File: src/rtl/i2c_arb_pkg.sv
// Shared types and widths for the I2C transaction arbiter.
package i2c_arb_pkg;

   localparam int unsigned I2C_ADDR_W = 8;
   localparam int unsigned I2C_DATA_W = 24;
   localparam int unsigned I2C_WDOG_W = 16;

   // Legacy state encodings, kept so existing decode logic elsewhere still matches.
   localparam logic [1:0] ST_IDLE      = 2'd0;
   localparam logic [1:0] ST_LAUNCH    = 2'd1;
   localparam logic [1:0] ST_WAIT_STOP = 2'd2;
   localparam logic [1:0] ST_RESPOND   = 2'd3;

   typedef enum logic [1:0] {
      IDLE      = ST_IDLE,
      LAUNCH    = ST_LAUNCH,
      WAIT_STOP = ST_WAIT_STOP,
      RESPOND   = ST_RESPOND
   } i2c_arb_state_t;

endpackage

File: src/rtl/i2c_rr_picker.sv
// Round-robin search: first pending request at or above rr_ptr, wrapping.
module i2c_rr_picker
   import i2c_arb_pkg::*;
#(
   parameter int unsigned NUM_REQ = 4,
   parameter int unsigned PTR_W   = 2
) (
   input  logic [NUM_REQ-1:0] req_valid,
   input  logic [PTR_W-1:0]   rr_ptr,
   output logic               any,
   output logic [PTR_W-1:0]   owner
);

   int unsigned idx;

   always_comb begin
      any   = 1'b0;
      owner = '0;
      idx   = 0;
      for (int unsigned i = 0; i < NUM_REQ; i++) begin
         idx = (32'(rr_ptr) + i) % NUM_REQ;
         if (!any && req_valid[idx]) begin
            any   = 1'b1;
            owner = PTR_W'(idx);
         end
      end
   end

endmodule

File: src/rtl/i2c_txn_arbiter.sv
// Shares one I2C controller between NUM_REQ requesters, one whole transaction at a time,
// tracking completion from START/STOP on the controller's scl/sda_out.
module i2c_txn_arbiter
   import i2c_arb_pkg::*;
#(
   parameter int unsigned NUM_REQ        = 4,
   parameter int unsigned TIMEOUT_CYCLES = 20000
) (
   input  logic                             clk,
   input  logic                             rst,
   input  logic [NUM_REQ-1:0]               req_valid,
   input  logic [NUM_REQ*I2C_ADDR_W-1:0]    req_addr,
   input  logic [NUM_REQ*I2C_DATA_W-1:0]    req_wdata,
   output logic [NUM_REQ-1:0]               req_grant,
   output logic [NUM_REQ-1:0]               rsp_valid,
   output logic [I2C_DATA_W-1:0]            rsp_rdata,
   output logic                             rsp_nack,
   output logic                             rsp_timeout,
   output logic                             busy,
   output logic                             i2c_start,
   output logic [I2C_ADDR_W-1:0]            i2c_addr,
   output logic [I2C_DATA_W-1:0]            i2c_data_snt,
   input  logic                             i2c_scl,
   input  logic                             i2c_sda_out,
   input  logic                             i2c_ack,
   input  logic [I2C_DATA_W-1:0]            i2c_data_rcv
);

   localparam int unsigned PTR_W = (NUM_REQ > 1) ? $clog2(NUM_REQ) : 1;
   localparam logic [I2C_WDOG_W-1:0] WDOG_LAST = I2C_WDOG_W'(TIMEOUT_CYCLES - 1);
   localparam logic [PTR_W-1:0]      PTR_LAST  = PTR_W'(NUM_REQ - 1);

   i2c_arb_state_t         state;
   logic [PTR_W-1:0]       rr_ptr;
   logic [PTR_W-1:0]       owner_q;
   logic [I2C_WDOG_W-1:0]  wdog;
   logic                   sda_q;
   logic                   scl_q;

   logic                   pick_any;
   logic [PTR_W-1:0]       pick_idx;
   logic                   start_det;
   logic                   stop_det;
   logic                   wdog_exp;
   logic                   done_ok;
   logic                   done_to;

   i2c_rr_picker #(
      .NUM_REQ (NUM_REQ),
      .PTR_W   (PTR_W)
   ) u_picker (
      .req_valid (req_valid),
      .rr_ptr    (rr_ptr),
      .any       (pick_any),
      .owner     (pick_idx)
   );

   always_comb begin
      start_det = sda_q & ~i2c_sda_out & scl_q & i2c_scl;
      stop_det  = ~sda_q & i2c_sda_out & scl_q & i2c_scl;
      wdog_exp  = (wdog == WDOG_LAST);
      done_ok   = (state == WAIT_STOP) && stop_det;
      // A bus event seen in the final watchdog cycle takes priority over expiry.
      done_to   = wdog_exp && !done_ok &&
                  ((state == WAIT_STOP) || ((state == LAUNCH) && !start_det));
   end

   always_ff @(posedge clk) begin
      if (rst) begin
         state        <= IDLE;
         rr_ptr       <= '0;
         owner_q      <= '0;
         wdog         <= '0;
         sda_q        <= 1'b1;
         scl_q        <= 1'b1;
         req_grant    <= '0;
         rsp_valid    <= '0;
         rsp_rdata    <= '0;
         rsp_nack     <= 1'b0;
         rsp_timeout  <= 1'b0;
         busy         <= 1'b0;
         i2c_start    <= 1'b0;
         i2c_addr     <= '0;
         i2c_data_snt <= '0;
      end else begin
         sda_q     <= i2c_sda_out;
         scl_q     <= i2c_scl;
         req_grant <= '0;
         rsp_valid <= '0;

         if (done_ok || done_to) begin
            state       <= RESPOND;
            i2c_start   <= 1'b0;
            rsp_valid   <= NUM_REQ'(1) << owner_q;
            rsp_timeout <= done_to;
            rsp_nack    <= done_ok & i2c_ack;
            rsp_rdata   <= (done_ok && i2c_addr[0]) ? i2c_data_rcv : '0;
         end else begin
            case (state)
               IDLE: begin
                  if (pick_any) begin
                     owner_q      <= pick_idx;
                     i2c_addr     <= req_addr[pick_idx*I2C_ADDR_W +: I2C_ADDR_W];
                     i2c_data_snt <= req_wdata[pick_idx*I2C_DATA_W +: I2C_DATA_W];
                     rr_ptr       <= (pick_idx == PTR_LAST) ? '0 : pick_idx + 1'b1;
                     wdog         <= '0;
                     req_grant    <= NUM_REQ'(1) << pick_idx;
                     i2c_start    <= 1'b1;
                     busy         <= 1'b1;
                     state        <= LAUNCH;
                  end
               end
               LAUNCH: begin
                  wdog <= wdog + 1'b1;
                  if (start_det) begin
                     i2c_start <= 1'b0;
                     state     <= WAIT_STOP;
                  end
               end
               WAIT_STOP: begin
                  wdog <= wdog + 1'b1;
               end
               RESPOND: begin
                  busy  <= 1'b0;
                  state <= IDLE;
               end
               default: state <= IDLE;
            endcase
         end
      end
   end

endmodule

File: config.mk
export PLATFORM = sky130hd
export DESIGN_NAME = i2c_txn_arbiter
export DESIGN_NICKNAME = d
export VERILOG_FILES = /design/src/rtl/i2c_arb_pkg.sv /design/src/rtl/i2c_rr_picker.sv /design/src/rtl/i2c_txn_arbiter.sv
export SDC_FILE = /design/constraint.sdc
export NUM_CORES = 1
export LEC_CHECK = 0
export BUFFER_PORTS_ARGS = -buffer_cell sky130_fd_sc_hd__buf_4
export CAP_MARGIN = 20
export CORE_ASPECT_RATIO = 0.7
export CORE_MARGIN = 2
export CORE_UTILIZATION = 52
export CTS_BUF_LIST = sky130_fd_sc_hd__clkbuf_2 sky130_fd_sc_hd__clkbuf_4 sky130_fd_sc_hd__clkbuf_8
export DETAILED_ROUTE_END_ITERATION = 8
export HOLD_SLACK_MARGIN = 0.02
export PLACE_DENSITY = 0.89
export REMOVE_ABC_BUFFERS = 1
export SYNTH_ARGS = -nofsm -noshare
export SYNTH_HDL_FRONTEND = slang
export SYNTH_SLANG_ARGS = --single-unit
File: constraint.sdc
create_clock -name clk -period 5.11 [get_ports clk]
set_input_delay 0.511 -clock clk [delete_from_list [all_inputs] [get_ports clk]]
set_output_delay 0.511 -clock clk [all_outputs]
set_load 0.005 [all_outputs]
### Word-level counts from Yosys, hierarchy flattened

Index checks and enable logic that the tools add are counted.

* input port bits: 161
* word-level logic and storage cells: 107
* flip-flop bits (word level): 92
* output and inout port bits: 68

* equal/unequal tests: 9
* $add $sub $neg: 5
* reductions and logical operators: 29
* multipliers: 1
* mux-type cells: 28
* bitwise logic cells: 12
* shift operators: 4
* $lt $le $gt $ge: 4

Operators by type and width (number)
* 96-bit by 8-bit indexed part select with 24-bit output: 1
* 16-bit one-hot mux with 2 select lines: 1
* 32-bit by 6-bit indexed part select with 8-bit output: 1
* 24-bit 2-to-1 mux: 1
* 16-bit by 1-bit adder with 16-bit output, second input constant: 1
* 16-bit by 15-bit == test with 1-bit output, second input constant: 1
* 16-bit 2-to-1 mux: 1
* 2-bit 2-to-1 mux: 8
* 3-bit AND reduction: 5
* 2-bit by 3-bit < comparator with 1-bit output, second input constant: 4
* 1-bit 2-to-1 mux: 10
* 1-bit binary-select mux with 2-bit select: 4
* 1-bit logical AND: 8
* 1-bit by 2-bit left shift with 4-bit output, first input constant: 2
* 1-bit AND: 7
* 2-bit == test, second input constant: 3
* 2-bit one-hot mux with 3 select lines: 1
* 2-bit nonzero test: 3
* 2-bit OR reduction: 3
* 1-bit logical NOT: 5
* 1-bit inverter: 5
* 2-bit by 1-bit adder with 2-bit output, second input constant: 2
* 2-bit adder, second input constant: 2
* 2-bit by 2-bit multiplier with 4-bit output, second input constant: 1
* other kinds (9): 12

### Depth between registers and ports, before layout

* word-level depth: 15
* mapped depth: 8
* mapped depth without buffers: 7

### Hierarchy

From an unflattened synthesis, not the netlist that was laid out.

* cell total of the unflattened synthesis: 462
* area total of the unflattened synthesis: 4509.3 µm²

Modules (own cells, without submodules)
* i2c_txn_arbiter: times used 1, cells each 447, sequential area each 1841.8 µm², area each 4431.8 µm²
* i2c_rr_picker: times used 1, cells each 15, sequential area each 0.0 µm², area each 77.6 µm²

### Worst setup path before layout

Ideal clock, no wire load.

* path type: input port to flip-flop
* start: input i2c_sda_out
* end: register wdog[10]
* path buffers: 2
* data required time: 4.993 ns
* setup slack: 3.207 ns
* arrival: 1.785 ns
* library setup time: 0.117 ns
* cell stages on the path: 7
* path through: nand4b_4 a21oi_1 and4b_1 buf_2 o31ai_2 buf_2 nor2_1

* word-level cells in the longest chain between the ends: 11
* elaborated cells on any way between the ends: 17
* those cells by class: 8 x bitwise; 9 x reduce/logical

RTL lines
* from (decl): line i2c_txn_arbiter.sv:24 `input logic i2c_sda_out,`
* 1-bit inverter: line i2c_txn_arbiter.sv:59 `start_det = sda_q & ~i2c_sda_out & scl_q & i2c_scl;`
* 1-bit AND (3 in series): line i2c_txn_arbiter.sv:59
* 1-bit logical NOT: line i2c_txn_arbiter.sv:65 `((state == WAIT_STOP) || ((state == LAUNCH) && !start_det));`
* 1-bit logical AND: line i2c_txn_arbiter.sv:65
* 1-bit logical OR: line i2c_txn_arbiter.sv:65
* 1-bit logical AND: line i2c_txn_arbiter.sv:64 `done_to = wdog_exp && !done_ok &&`
* 1-bit logical OR (*): line i2c_txn_arbiter.sv:91 `if (done_ok || done_to) begin`
* 1-bit inverter (no line) (*)
* 3-bit AND reduction (no line) (*)
* to (signal assigned): line i2c_txn_arbiter.sv:114 `wdog <= wdog + 1'b1;`
* to (signal assigned): line i2c_txn_arbiter.sv:121 `wdog <= wdog + 1'b1;`
* to (decl): line i2c_txn_arbiter.sv:36 `logic [I2C_WDOG_W-1:0] wdog;`

Mark *: on every way between the ends. The rest lies on a longest branch, timed or not.
A chain may end at the register's enable or synchronous reset.

### Worst setup path in the final report

* start: register state[0]
* end: register i2c_addr[6]

* word-level cells in the longest chain between the ends: 8
* elaborated cells on any way between the ends: 12
* those cells by class: 2 x eq/ne; 1 x bitwise; 9 x reduce/logical

RTL lines
* from (decl): line i2c_txn_arbiter.sv:33 `i2c_arb_state_t state;`
* from (signal assigned): line i2c_txn_arbiter.sv:70 `state <= IDLE;`
* from (signal assigned): line i2c_txn_arbiter.sv:92 `state <= RESPOND;`
* from (signal assigned): line i2c_txn_arbiter.sv:110 `state <= LAUNCH;`
* 2-bit == test: line i2c_txn_arbiter.sv:62, i2c_txn_arbiter.sv:65
* 1-bit logical AND: line i2c_txn_arbiter.sv:62 `done_ok = (state == WAIT_STOP) && stop_det;`
* 1-bit logical NOT: line i2c_txn_arbiter.sv:64
* 1-bit logical AND (2 in series): line i2c_txn_arbiter.sv:64
* 1-bit logical OR: line i2c_txn_arbiter.sv:91
* 1-bit inverter (no line)
* 3-bit AND reduction (no line) (*)
* to (signal assigned): line i2c_txn_arbiter.sv:103 `i2c_addr <= req_addr[pick_idx*I2C_ADDR_W +: I2C_ADDR_W];`
* to (decl): line i2c_txn_arbiter.sv:21 `output logic [I2C_ADDR_W-1:0] i2c_addr,`

Marked as above.

==> results.txt <==
Status: completed
Final WL: 16,500 um
Synth cell count leaders: 92 x dfxtp_1, 64 x a211oi_1, 64 x o21a_1, 48 x nand2_1, 32 x o32ai_1
Post-route DRC: 0
Worst Path Required: 5.36 ns
Crit-path cells: inv_1 > ha_1 > and4b_1 > nand2_1 > and3_1 > nand3_2 > o32ai_1
Count leader, synth: dfxtp_1
Placer Congestion: 0.848
Startpoint Class: flop
CTS hold repair buffers: 0
Final period utilization: 58.0%
Synth Flop Type: dfxtp_1
Max_slew headroom: 44.5%
Top delay family on crit path: simple AND/OR/NAND/NOR gates
Area of the die: 9770 um2
Setup Viol. Count Final: 0
P per Cell Area: 346 nW/um2
CTS tree: built
Mux contribution to synthesized area: 0.214%
Yosys reg bits: 92
Area grow syn2layout: 42.3%
Register-to-Register Setup Slack: 2.14 ns
Final Hold Fails: 0
Worst Path Max Fanout: 36
CP max stage delay: 0.64 ns
Post-Syn Area per Cell: 9.00 um2
Reg clk slew, reported paths: 0.10 ns
CP arrival: 3.21 ns
Peak VDD IR: 0.344 mV
Hold_sp: i2c_data_rcv[13]
Fill cell total of the finished layout: 615
Clk buf depth: 2
WHS Endpoint: rsp_rdata[13]
Clock Skew: 0.0127 ns
FF+latch area: 1840 um2
Drt first pass iters: 5
Cell Count, Final, Fillers Out: 844
WP depth: 7
Reg2reg end: i2c_addr[6]
Latest clock arrival within the worst-skew pair: 0.37 ns
Sequential share of power: 38.5%
Reg2Reg Depth: 7
Setup bufs post-CTS: 0
First-pass GRT wire length: 25,200 um
H-tree depth: 3
FFs w/ async S/R, synth: 0%
Layout cell share with drive strength beyond 1: 37.6%
M3 GR Usage: 7.59%
Tmin final: 2.97 ns
GRT Resource Usage Total: 32.2%
Number of max-cap violations: 0
Site Rows: 28
Hold Crit Depth: 2
Synth Area in Simple Gates: 15.3%
Met1 Use GR: 38.6%
Total I/O pin count: 229
WL/cell: 19.6 um
Synth Area in Adders: 1.34%
Switching Power: 0.828 mW
Vias in the first global route: 5,087
Sequential cell area fraction in the yosys report: 39.4%
Synth Instances: 519
Largest family of logic cells by synthesized area: compound AO/OA/AOI/OAI gates
Comb pwr share: 38.3%
Post-synth EDFFs: 0
Post-layout util: 77.5%
Top Usage Layer GRT: met2
Mapped cell area: 4670 um2
Post-synthesis cell type count: 50
Worst hold path class: in -> reg
Global-route met2 utilization: 54.8%
Antenna viol nets, final: 0
Post-CTS sizing: 0
RSZ-0062 raised after global routing: false
Critical path class: reg -> reg
Clock Sinks: 92
Die Ht: 83.3 um
Die X: 117 um
Vias/cell: 6.22
Diodes inserted: 0
Root buf cell: clkbuf_8
Synth area leader: dfxtp_1
Via count: 5,247
WP buf/inv: 1
Clock power share: 23.2%
Initial DRC Count: 475
Multi-input gate area: 2630 um2
DP Wirelength: 12,000 um
Switching share of power: 36.0%
FMAX: 0.337 GHz
Placed insts: 826
Core area: 8580 um2
Int Pwr: 1.47 mW
Initial antenna violation count: 0
Synth Warn #: 0
Largest cells by area after synthesis: dfxtp_1 39%, a211oi_1 10%, o21a_1 10%, o32ai_1 6.0%, a22o_1 4.3%
Post-Synth XOR/XNOR Area: 1.50%
Fin nets: 885
Yosys top cell area share: 39.4%
CP Capture Type: flop
Worst Tran Pin Value: 0.831 ns
GRT overflow: 0
Pleak: 2.77 nW
Crit-path slowest cell: nand3_2
Fin. max-slew vios: 0
Reg-to-Reg Start: state[0]
CTS buffer count: 9
Largest net degree at the start of global routing: 67
Starting Density: 54.4%
Number of I/O port buffers: 228
Synth Area in Compound Gates: 37.2%
sequential cells by signal, indices dropped and copies added, names as in the netlist:
register	flops
i2c_data_snt	24
rsp_rdata	24
wdog	16
i2c_addr	8
req_grant	4
rsp_valid	4
owner_q	2
rr_ptr	2
state	2
busy	1
i2c_start	1
rsp_nack	1
rsp_timeout	1
scl_q	1
sda_q	1
layer usage:
metal | vias to the layer above | wire, um
met1 | 2529 | 6650
met4 | 0 | 620
li1 | 2400 | -
met2 | 266 | 8070
met5 | - | 0
met3 | 52 | 1190
power by group through the flow:
stage	registers, mW	clock network [mW]	logic [mW]
2_1_floorplan	0.893	0	0.463
3_3_place_gp	0.892	0	0.833
3_5_place_dp	0.900	0	0.862
4_1_cts	0.883	0.540	0.865
5_1_grt	0.895	0.568	0.950
6_report	0.886	0.535	0.881
cell type report:
| class | count | share of cell area, % |
|---|---|---|
| Timing Repair Buffer | 238 | 27.0 |
| Clock buffer | 10 | 2.07 |
| Tap cell | 120 | 2.26 |
| Sequential cell | 92 | 27.7 |
| Multi-Input combinational cell | 373 | 39.6 |
| Clock inverter | 6 | 1.15 |
| Inverter | 5 | 0.282 |
metrics by stage:
step           TNS, ns  total power, mW  setup slack [ns]  hold WS (ns)  cell area, um2
6_report             0             2.30              2.14         0.356            6650
4_1_cts              0             2.29              2.17         0.344            6630
5_1_grt              0             2.41              1.93         0.339            6650
3_5_place_dp         0             1.76              2.15         0.460            6410
3_3_place_gp         0             1.73              2.21         0.457            6410
2_1_floorplan   -26.02             1.36            -0.752         0.442            4450
how the worst max path moves through the flow:
stage / from / to / slack (ns)
after CTS: state[0] / i2c_data_snt[17] / 2.17
after global routing: state[0] / i2c_addr[6] / 1.93
final: state[0] / i2c_addr[6] / 2.14
after global placement: req_valid[2] / i2c_data_snt[16] / 2.21
after floorplan: req_valid[0] / i2c_data_snt[16] / -0.75
after detailed placement: req_valid[2] / i2c_data_snt[3] / 2.15
cells in the final DEF, fill, tap and decap left out, drive strengths merged, types with 12 or more instances in the layout:
cell type  count
nand3         12
a22o          23
a21oi         18
o21ai         12
nor2          16
nand2         48
dfxtp         92
a211oi        66
o32ai         32
buf          238
o21a          64
kinds of logic after synthesis:
logic type | count (synthesis)
and+or+nand+nor | 131
buffers and inverters | 54
muxes | 1
adders and majority gates | 5
AOI/OAI and AO/OA | 228
DFF | 92
xor gates and xnor gates | 8
Note: power is estimated with default switching activity, not from simulation.
